**src/rtl/cbus_arbiter_if.sv**
```systemverilog
// Cache-bus request/response types and the bundle that carries one cbus port.
// A master drives req and consumes resp; a slave does the opposite.
package cbus_pkg;

    typedef enum logic [1:0] {
        MLEN1 = 2'd0,
        MLEN2 = 2'd1,
        MLEN4 = 2'd2,
        MLEN8 = 2'd3
    } cbus_len_t;

    typedef struct packed {
        logic        valid;
        logic        is_write;
        logic [2:0]  size;
        logic [31:0] addr;
        logic [3:0]  strobe;
        logic [31:0] data;
        cbus_len_t   len;
    } cbus_req_t;

    typedef struct packed {
        logic        ready;
        logic        last;
        logic [31:0] data;
    } cbus_resp_t;

endpackage

interface cbus_arbiter_if;
    import cbus_pkg::*;

    cbus_req_t  req;
    cbus_resp_t resp;

    modport master (output req, input resp);
    modport slave  (input req, output resp);
endinterface

```
**src/rtl/cbus_arbiter.sv**
```systemverilog
// Two-to-one cbus arbiter: ICache and DCache share one bridge port, DCache
// preferred, ICache forced after MAX_WAIT waiting cycles. CBUS_ARB_PERF_EN adds counters.
module cbus_arbiter #(
    parameter int MAX_WAIT = 16,
    parameter int CNT_W    = 8
) (
    input  logic           clk,
    input  logic           resetn,
    cbus_arbiter_if.slave  icbus,
    cbus_arbiter_if.slave  dcbus,
    cbus_arbiter_if.master obus
`ifdef CBUS_ARB_PERF_EN
    ,
    output logic [31:0]    perf_i_grants,
    output logic [31:0]    perf_d_grants,
    output logic [31:0]    perf_i_wait
`endif
);

    typedef enum logic [1:0] {
        IDLE  = 2'd0,
        GNT_I = 2'd1,
        GNT_D = 2'd2
    } state_t;

    localparam logic [CNT_W-1:0] MAX_CNT = CNT_W'(MAX_WAIT);

    state_t           state_reg;
    state_t           state_next;
    logic [CNT_W-1:0] starve_cnt_reg;
    logic [CNT_W-1:0] starve_cnt_next;
    logic             burst_done;
    logic             i_waiting;

    assign burst_done = obus.resp.ready && obus.resp.last;
    assign i_waiting  = icbus.req.valid && (state_reg != GNT_I);

    // The grant is only re-evaluated from IDLE, so every burst is followed by
    // one bubble and a burst in flight is never pre-empted.
    always_comb begin
        state_next = state_reg;
        case (state_reg)
            IDLE: begin
                if (icbus.req.valid && dcbus.req.valid) begin
                    state_next = (starve_cnt_reg >= MAX_CNT) ? GNT_I : GNT_D;
                end else if (dcbus.req.valid) begin
                    state_next = GNT_D;
                end else if (icbus.req.valid) begin
                    state_next = GNT_I;
                end
            end
            GNT_I, GNT_D: begin
                if (burst_done) begin
                    state_next = IDLE;
                end
            end
            default: state_next = IDLE;
        endcase
    end

    always_comb begin
        starve_cnt_next = starve_cnt_reg;
        if (!icbus.req.valid || (state_next == GNT_I && state_reg != GNT_I)) begin
            starve_cnt_next = '0;
        end else if (i_waiting) begin
            starve_cnt_next = (starve_cnt_reg >= MAX_CNT) ? MAX_CNT
                                                           : starve_cnt_reg + CNT_W'(1);
        end
    end

    always_ff @(posedge clk) begin
        if (!resetn) begin
            state_reg      <= IDLE;
            starve_cnt_reg <= '0;
        end else begin
            state_reg      <= state_next;
            starve_cnt_reg <= starve_cnt_next;
        end
    end

    // Bus steering decodes purely from the grant state; the losing side sees zeros.
    always_comb begin
        obus.req   = '0;
        icbus.resp = '0;
        dcbus.resp = '0;
        case (state_reg)
            GNT_I: begin
                obus.req   = icbus.req;
                icbus.resp = obus.resp;
            end
            GNT_D: begin
                obus.req   = dcbus.req;
                dcbus.resp = obus.resp;
            end
            default: ;
        endcase
    end

`ifdef CBUS_ARB_PERF_EN
    logic [31:0] perf_i_grants_reg;
    logic [31:0] perf_d_grants_reg;
    logic [31:0] perf_i_wait_reg;

    always_ff @(posedge clk) begin
        if (!resetn) begin
            perf_i_grants_reg <= '0;
            perf_d_grants_reg <= '0;
            perf_i_wait_reg   <= '0;
        end else begin
            if (state_reg == IDLE && state_next == GNT_I) begin
                perf_i_grants_reg <= perf_i_grants_reg + 32'd1;
            end
            if (state_reg == IDLE && state_next == GNT_D) begin
                perf_d_grants_reg <= perf_d_grants_reg + 32'd1;
            end
            if (i_waiting) begin
                perf_i_wait_reg <= perf_i_wait_reg + 32'd1;
            end
        end
    end

    assign perf_i_grants = perf_i_grants_reg;
    assign perf_d_grants = perf_d_grants_reg;
    assign perf_i_wait   = perf_i_wait_reg;
`endif

endmodule

```
**src/flat_wrapper.sv**
```systemverilog
// flat-port wrapper written by rule: the top's interface ports become plain ports
module cbus_arbiter_flat 
#(
    parameter int MAX_WAIT = 16,
    parameter int CNT_W    = 8
)
  (clk, resetn, icbus_req, icbus_resp, dcbus_req, dcbus_resp, obus_req, obus_resp);
  cbus_arbiter_if icbus_i ();
  cbus_arbiter_if dcbus_i ();
  cbus_arbiter_if obus_i ();
  input  logic clk;
  input  logic resetn;
  input wire logic [$bits(icbus_i.req)-1:0] icbus_req;
  output wire logic [$bits(icbus_i.resp)-1:0] icbus_resp;
  input wire logic [$bits(dcbus_i.req)-1:0] dcbus_req;
  output wire logic [$bits(dcbus_i.resp)-1:0] dcbus_resp;
  output wire logic [$bits(obus_i.req)-1:0] obus_req;
  input wire logic [$bits(obus_i.resp)-1:0] obus_resp;
  assign icbus_i.req = icbus_req;
  assign icbus_resp = icbus_i.resp;
  assign dcbus_i.req = dcbus_req;
  assign dcbus_resp = dcbus_i.resp;
  assign obus_req = obus_i.req;
  assign obus_i.resp = obus_resp;
  cbus_arbiter #(.MAX_WAIT(MAX_WAIT), .CNT_W(CNT_W)) u_core (.clk(clk), .resetn(resetn), .icbus(icbus_i), .dcbus(dcbus_i), .obus(obus_i));
endmodule
```
**config.mk**
```make
export PLATFORM = sky130hd
export DESIGN_NAME = cbus_arbiter_flat
export DESIGN_NICKNAME = d
export VERILOG_FILES = /design/src/rtl/cbus_arbiter_if.sv /design/src/rtl/cbus_arbiter.sv /design/src/flat_wrapper.sv
export SDC_FILE = /design/constraint.sdc
export NUM_CORES = 1
export LEC_CHECK = 0
export BUFFER_PORTS_ARGS = -buffer_cell sky130_fd_sc_hd__buf_2
export CORE_AREA = 2 2 127 129
export CTS_CLUSTER_DIAMETER = 150
export CTS_CLUSTER_SIZE = 16
export DETAILED_ROUTE_END_ITERATION = 16
export DIE_AREA = 0 0 129 131
export SLEW_MARGIN = 40
export SYNTH_ARGS = -nofsm -noshare
export SYNTH_HDL_FRONTEND = slang
export SYNTH_SLANG_ARGS = --single-unit
```
**constraint.sdc**
```tcl
create_clock -name clk -period 1.8 [get_ports clk]
set_input_delay 0 -clock clk [delete_from_list [all_inputs] [get_ports clk]]
set_output_delay 0 -clock clk [all_outputs]
set_load 0.005 [all_outputs]
```
==> run summary, run 1 <==
status: finished clean
antenna-violating nets left: 0
RSZ-0062 raised after global routing: no
syn nets: 504
detailed-route wire length per cell: 13.3 um
sw power: 0.589 mW
Avg Cell Area, Syn: 6.94 um2
max reg flops: 8
FF+latch count, synth: 10
placed wire-length estimate: 8490 um
Synth Warn #: 0
Final Cell Area: 0.00426 mm2
DP Area: 0.00412 mm2
CP endpoint kind: flop
CP max stage cell: ha_2
synthesized instance count: 312
Final Skew: 0.00301 ns
post-route setup TNS: 0 ns
FFs w/ async S/R, synth: 0
TritonRoute pass-1 iters: 4
number of synthesized flops with an enable pin: 0
Routed Wire Length: 11200 um
Port Buffer Count: 328
Max Cap Viol: 0
CTS Buf Count: 3
Tot GR Track Use: 0.102
DRT iter0 DRCs: 146
worst path required time: 1.92 ns
via count: 3479
vias in the first global route: 2862
Initial Util: 0.139
Max-slew headroom: 0.803
setup bufs post-CTS: 0
initial antenna violation count: 0
Worst VDD drop: 0.285 mV
first-pass GRT wire length: 14100 um
post-synth cell types: 27
DRC viols: 0
Worst-Margin Slew: 0.293 ns
Max clock buf depth: 2
Sw Ratio: 0.355
sequential share of the synthesized area: 0.0924
CTS tree: done
row cnt: 46
Hold Vio Cnt, Final: 0
cell area after synthesis: 0.00217 mm2
H-tree levels: 1
Placer Congestion: 0.747
total gr overflow: 0
leakage power figure: 2.26 nW
P_int: 1.07 mW
Crit Path Max Fanout: 5
core box area: 0.0156 mm2
die height: 131 um
largest net degree at the start of global routing: 93
Clock power frac: 0.233
die area: 0.0169 mm2
CP cell instances: inv_1, ha_2, a21boi_2, a211o_1, a211oi_2, buf_4, nor3_1
Period minus WS final: 1.68 ns
fin nets: 819
share of cells above drive strength 1: 0.571
PD cells: 390 mW/mm2
max incr delay on CP: 0.31 ns
Top FF cell, synth: dfxtp_1
Die W: 129 um
Skew-Pair Late Insertion Delay: 0.24 ns
critical path class: flop to flop
Slew Limit Fails: 0
clk slew on worst S/H paths: 0.04 ns
Layout area overhead: 96.9%
Flop pwr share: 0.142
f_max: 597 MHz
CP arrival: 1.80 ns
combinational power share: 0.625
CTS root buffer: clkbuf_16
Antenna Cells: 0
Final period util: 0.931
final setup fails: 0
crit path launch type: flop
worst min path class: input pin to flop
Via density: 4.14
I/O pin count: 329
clk sinks: 10
[layout by cell type (no fill, tap or decap), types with 2 or more instances in the layout]
master / netlist / layout
buf_2: 1 / 328
nor2b_1: 78 / 78
a22oi_1: 76 / 76
and2_1: 71 / 71
dfxtp_1: 10 / 10
buf_4: 0 / 9
a21oi_1: 6 / 6
clkbuf_16: 0 / 5
inv_1: 4 / 4
nand2_1: 4 / 4
nor3_1: 4 / 4
nor2_1: 3 / 3
ha_1: 6 / 3
buf_12: 0 / 3
a21o_1: 2 / 2
nand2b_1: 2 / 2
nand3_1: 2 / 2
ha_4: 0 / 2
[worst max-delay path, delay by kind of cell, from the launching register on]
family / cells / cell delay, ns
flip-flops: 1 / 0.30
buffers and inverters: 2 / 0.28
AO/OA/AOI/OAI: 3 / 0.62
adder cells (fa/ha/maj): 1 / 0.31
AND/OR/NAND/NOR: 1 / 0.05
[area by class of cell]
cell class / instances / area [um2]
fill: 1715 / 11300
inverter: 4 / 15.0
tap: 216 / 270
clock buffer: 3 / 75.1
multi-input combinational: 265 / 1860
timing repair buffer: 343 / 1850
sequential: 10 / 200
[synthesized netlist by cell type (all sizes together), types with 3 or more instances]
library cell | count | area, um2
and2 | 71 | 444
nor2 | 3 | 11.3
a22oi | 76 | 571
ha | 6 | 75.1
inv | 4 | 15.0
dfxtp | 10 | 200
a21oi | 6 | 30.0
nand2 | 4 | 15.0
nor3 | 4 | 20.0
clkbuf | 31 | 116
nor2b | 78 | 488
[layer usage]
layer	up-vias	global-route usage	wire length, um
met3	5	0.00896	833
met5	-	0	0
li1	1712	-	-
met4	0	0.0115	29
met2	207	0.201	5900
met1	1555	0.125	4440
[cells by family after synthesis]
group,synth area share
fa+ha+maj,0.0347
simple gates,0.493
compound gates,0.311
buf+inv,0.0647
flops,0.0924
xor+xnor,0.00404
[through the flow]
step | instances | utilization | setup WS (ns) | total power [mW] | hold WS [ns]
after floorplan | 312 | - | 0.0890 | 0.743 | 0.116
after global placement | 836 | 0.264 | 0.138 | 1.24 | 0.281
after detailed placement | 836 | 0.264 | 0.107 | 1.24 | 0.284
after CTS | 839 | 0.269 | 0.0186 | 1.64 | 0.0576
after global routing | 841 | 0.273 | 0.0130 | 1.79 | 0.0770
final | 841 | 0.273 | 0.124 | 1.66 | 0.0541
[path summary, 6_finish.rpt]
kind	end	depth (start not counted)	from	slack, ns
hold / removal	u_core.state_reg[1]	3	resetn	0.05
setup reg to reg	u_core.starve_cnt_reg[2]	7	u_core.state_reg[0]	0.12
hold reg to reg	u_core.starve_cnt_reg[5]	1	u_core.starve_cnt_reg[5]	0.51
setup / recovery	u_core.starve_cnt_reg[2]	7	u_core.state_reg[0]	0.12
[repair_timing]
item                                    in CTS  in global routing
endpoints found under the setup margin      71                 65
gates cloned                                 0                  2
pin swaps                                    0                  0
gates resized for setup                      1                  5
hold buffers                                 0                  0
hold endpoints to repair                     0                  0
[power groups by stage]
stage                     combinational, mW  clock (mW)  sequential (mW)
after floorplan                       0.502           0            0.240
after global placement                0.998           0            0.239
after CTS                              1.01       0.396            0.235
after detailed placement               1.00           0            0.239
after global routing                   1.15       0.404            0.236
final                                  1.04       0.388            0.235
Note: power is estimated with default switching activity, not from simulation.
==> inputs of run 2 (changes only) <==
--- a/config.mk
+++ b/config.mk
@@ -7,6 +7,7 @@
 export LEC_CHECK = 0
 export BUFFER_PORTS_ARGS = -buffer_cell sky130_fd_sc_hd__buf_2
 export CORE_AREA = 2 2 127 129
+export CTS_BUF_LIST = sky130_fd_sc_hd__clkbuf_4 sky130_fd_sc_hd__clkbuf_8
 export CTS_CLUSTER_DIAMETER = 150
 export CTS_CLUSTER_SIZE = 16
 export DETAILED_ROUTE_END_ITERATION = 16
==> run 2 against run 1 <==
  * Clock power decreased by 42%
  * Sequential share of layout area about the same
  * First-iteration DRC count grew 11%
  * Worst setup slack worse by 0.0048 ns
  * Non-clock buffer count did not move
  * Critical path type unchanged
  * Largest power group unchanged
  * Highest routed layer unchanged
==> run summary, run 2 (synthesis gave the netlist of run 1 again) <==
CTS root buffer: clkbuf_8
Period minus WS final: 1.68 ns
Max Cap Viol: 0
fin nets: 819
Placer Congestion: 0.747
FF+latch area: 200 um2
Initial Util: 0.139
Hold Vio Cnt, Final: 0
total gr overflow: 0
Worst Setup SP: u_core.state_reg[0]
Via density: 4.13
post-layout util: 0.271
H-tree levels: 1
row cnt: 46
Tot GR Track Use: 0.102
Port Buffer Count: 328
most frequent cells in the layout: buf_2 (328), nor2b_1 (78), a22oi_1 (76)
Final period util: 0.934
CTS tree: done
final setup fails: 0
Max-slew headroom: 0.803
initial antenna violation count: 0
max incr delay on CP: 0.31 ns
first-pass GRT wire length: 14100 um
Hold-fix buffers, CTS: 0
clk slew on worst S/H paths: 0.05 ns
max reg flops: 8
DRC viols: 0
DRT iter0 DRCs: 162
worst reg-to-reg path cell count: 7
most common cell after layout, fill and taps aside: buf_2
Routed Wire Length: 11100 um
status: finished clean
detailed-route wire length per cell: 13.2 um
largest net degree at the start of global routing: 93
Buf/Inv on CP: 2
CTS Buf Count: 3
Final Skew: 0.00641 ns
worst path required time: 1.92 ns
R2R Setup Slk: 0.12 ns
leakage power figure: 2.25 nW
f_max: 595 MHz
crit path launch type: flop
share of cells above drive strength 1: 0.571
I/O pin count: 329
fillers: 1721
worst min path class: input pin to flop
Multi-input gate area: 0.00186 mm2
Slew Limit Fails: 0
core box area: 0.0156 mm2
setup bufs post-CTS: 0
antenna-violating nets left: 0
placed wire-length estimate: 8490 um
die area: 0.0169 mm2
Antenna Cells: 0
crit path capture: u_core.starve_cnt_reg[1]
CP cell instances: inv_1, ha_2, a21boi_2, a211o_1, a211oi_2, buf_4, nor3_1
Worst-Margin Slew: 0.294 ns
critical path class: flop to flop
reg2reg start: u_core.state_reg[0]
CP arrival: 1.80 ns
critical path depth: 7
die height: 131 um
via count: 3473
Crit Path Max Fanout: 5
r2r endpoint: u_core.starve_cnt_reg[1]
Worst VDD drop: 0.229 mV
vias in the first global route: 2887
PD cells: 354 mW/mm2
CP max stage cell: ha_2
Die W: 129 um
post-route setup TNS: 0 ns
clk sinks: 10
Skew-Pair Late Insertion Delay: 0.23 ns
Layout area overhead: 95.3%
TritonRoute pass-1 iters: 4
Max clock buf depth: 2
CP endpoint kind: flop
RSZ-0062 raised after global routing: no
CP top delay family: compound AO/OA/AOI/OAI gates
run 2: area by class of cell:
cell class                      instances  share of cell area
Clock buffer                            3             0.00976
Inverter                                4             0.00355
Multi-Input combinational cell        265               0.439
Sequential cell                        10              0.0473
Tap cell                              216              0.0639
Timing Repair Buffer                  343               0.437
run 2: tightest hold or removal path: stages:
cell      delay, ns
buf_2          0.12
nand2b_1       0.09
nor2_1         0.04
run 2: worst min path at each step:
stage                  startpoint             endpoint  cells after the start
finish                     resetn  u_core.state_reg[1]                      3
detailed placement  obus_resp[26]       icbus_resp[26]                      3
CTS                        resetn  u_core.state_reg[1]                      3
floorplan            obus_resp[0]        dcbus_resp[0]                      1
global placement    obus_resp[28]       dcbus_resp[28]                      3
global route               resetn  u_core.state_reg[1]                      3
run 2: repair_timing:
action                     4_1_cts  5_1_grt
gates cloned                     0        2
setup endpoints to repair       73       72
resized for setup                1        5
run 2: metal layers:
layer	up-vias	GRT usage	routed length, um
li1	1712	-	-
met1	1561	0.125	4440
met2	198	0.202	5910
met3	2	0.00896	770
met4	0	0.00959	17
met5	-	0	0
run 2: power by group:
part           leakage [nW]  switching (mW)  internal (mW)
logic                  2.15           0.482          0.555
clock network        0.0216          0.0790          0.146
registers            0.0812         0.00545          0.229
total                  2.25           0.567          0.930
run 2: metrics by stage:
step / hold WS [ns] / std cells / total power, mW / setup WS [ns] / area (um2)
after floorplan: 0.116 / 312 / 0.743 / 0.0890 / 2170
after global placement: 0.281 / 836 / 1.24 / 0.138 / 4120
after detailed placement: 0.284 / 836 / 1.24 / 0.107 / 4120
after CTS: 0.0772 / 839 / 1.48 / 0.0143 / 4160
after global routing: 0.0832 / 841 / 1.63 / 0.00977 / 4230
final: 0.0733 / 841 / 1.50 / 0.119 / 4230
==> inputs of run 3 (changes only) <==
--- a/config.mk
+++ b/config.mk
@@ -12,6 +12,7 @@
 export CTS_CLUSTER_SIZE = 16
 export DETAILED_ROUTE_END_ITERATION = 16
 export DIE_AREA = 0 0 129 131
+export HOLD_SLACK_MARGIN = 0.1
 export SLEW_MARGIN = 40
 export SYNTH_ARGS = -nofsm -noshare
 export SYNTH_HDL_FRONTEND = slang
==> run 3 against run 2 <==
  * Wire length increased by 0.84%
  * Die area is the same
  * First-iteration DRC count decreased by 3.7%
  * Maximum frequency about the same
  * Combinational power about the same
  * Largest power group unchanged
==> run summary, run 3 (synthesis gave the netlist of run 1 again) <==
status: finished clean
Port Buffer Count: 328
CP arrival: 1.80 ns
Via density: 4.15
clk slew on worst S/H paths: 0.05 ns
Max-slew headroom: 0.803
share of cells above drive strength 1: 0.570
CTS root buffer: clkbuf_8
CTS tree: done
Tot Pwr: 1.50 mW
Worst-Margin Slew: 0.294 ns
fin nets: 820
Slew Limit Fails: 0
die height: 131 um
PD cells: 354 mW/mm2
most frequent cells in the layout: buf_2 (328), nor2b_1 (78), a22oi_1 (76)
detailed-route wire length per cell: 13.3 um
CP endpoint kind: flop
largest net degree at the start of global routing: 93
final setup fails: 0
Max clock buf depth: 2
core box area: 0.0156 mm2
Period minus WS final: 1.68 ns
first-pass GRT wire length: 14200 um
Antenna Cells: 0
worst min path class: input pin to flop
max reg flops: 8
Hold Vio Cnt, Final: 0
Layout area overhead: 95.8%
setup bufs post-CTS: 0
via count: 3492
placed wire-length estimate: 8490 um
crit path launch type: flop
Skew-Pair Late Insertion Delay: 0.23 ns
DP Area: 0.00412 mm2
Die W: 129 um
row cnt: 46
critical path class: flop to flop
fillers: 1722
DRT iter0 DRCs: 156
Routed Wire Length: 11200 um
Max Cap Viol: 0
antenna-violating nets left: 0
most common cell after layout, fill and taps aside: buf_2
Initial Util: 0.139
initial antenna violation count: 0
Worst VDD drop: 0.229 mV
post-route setup TNS: 0 ns
I/O pin count: 329
Tot GR Track Use: 0.103
f_max: 595 MHz
vias in the first global route: 2893
H-tree levels: 1
clk sinks: 10
Crit Path Max Fanout: 5
Final period util: 0.934
die area: 0.0169 mm2
worst path required time: 1.92 ns
DRC viols: 0
TritonRoute pass-1 iters: 4
RSZ-0062 raised after global routing: no
Final Skew: 0.00641 ns
leakage power figure: 2.25 nW
Final Cell Area: 0.00424 mm2
CTS Buf Count: 3
Placer Congestion: 0.747
total gr overflow: 0
-- run 3: cell count changes in the layout (fill, tap and decap cells not counted), sizes merged --
cell         delta
dlygate4sd3     +1
-- run 3: report_power, final --
group	leakage [nW]	switching, mW	internal [mW]
logic	2.15	0.484	0.556
clock network	0.0216	0.0790	0.146
registers	0.0812	0.00546	0.229
-- run 3: stage by stage --
step | std cells | util | hold WS (ns) | setup WS [ns]
finish | 842 | 0.272 | 0.180 | 0.119
CTS | 840 | 0.267 | 0.174 | 0.0143
global placement | 836 | 0.264 | 0.281 | 0.138
global route | 842 | 0.272 | 0.204 | 0.00977
detailed placement | 836 | 0.264 | 0.284 | 0.107
floorplan | 312 | - | 0.116 | 0.0890
-- run 3: cell type report --
type	instances	area, um2	area share
multi-input cells	265	1860	0.438
repair buffers	344	1860	0.438
inverters	4	15.0	0.00354
well taps	216	270	0.0637
flip-flops and latches	10	200	0.0472
clock buffers	3	41.3	0.00974
-- run 3: final timing paths --
check | from | end | slack (ns) | cells after the start
worst max-delay path | u_core.state_reg[0] | u_core.starve_cnt_reg[1] | 0.12 | 7
worst min register to register | u_core.starve_cnt_reg[6] | u_core.starve_cnt_reg[6] | 0.50 | 1
worst max register to register | u_core.state_reg[0] | u_core.starve_cnt_reg[1] | 0.12 | 7
worst min-delay path | dcbus_req[74] | u_core.state_reg[0] | 0.18 | 3
-- run 3: what timing repair did --
item                       4_1_cts  5_1_grt
gates cloned                     0        2
hold buffers                     1        0
hold endpoints to repair         2        0
gates resized for setup          1        5
setup endpoints to repair       73       72
-- run 3: worst max-delay path, cell delays in order (launching register included) --
cell,delay (ns)
dfxtp_1,0.30
inv_1,0.11
ha_2,0.31
a21boi_2,0.19
a211o_1,0.30
a211oi_2,0.14
buf_4,0.16
nor3_1,0.05
-- run 3: metal layers --
| layer | global-route usage | share of wire | vias up |
|---|---|---|---|
| met5 | 0 | 0 | - |
| met4 | 0.00959 | 0.0022 | 0 |
| met3 | 0.00896 | 0.073 | 4 |
| met2 | 0.203 | 0.53 | 207 |
| met1 | 0.125 | 0.40 | 1566 |
| li1 | - | - | 1715 |
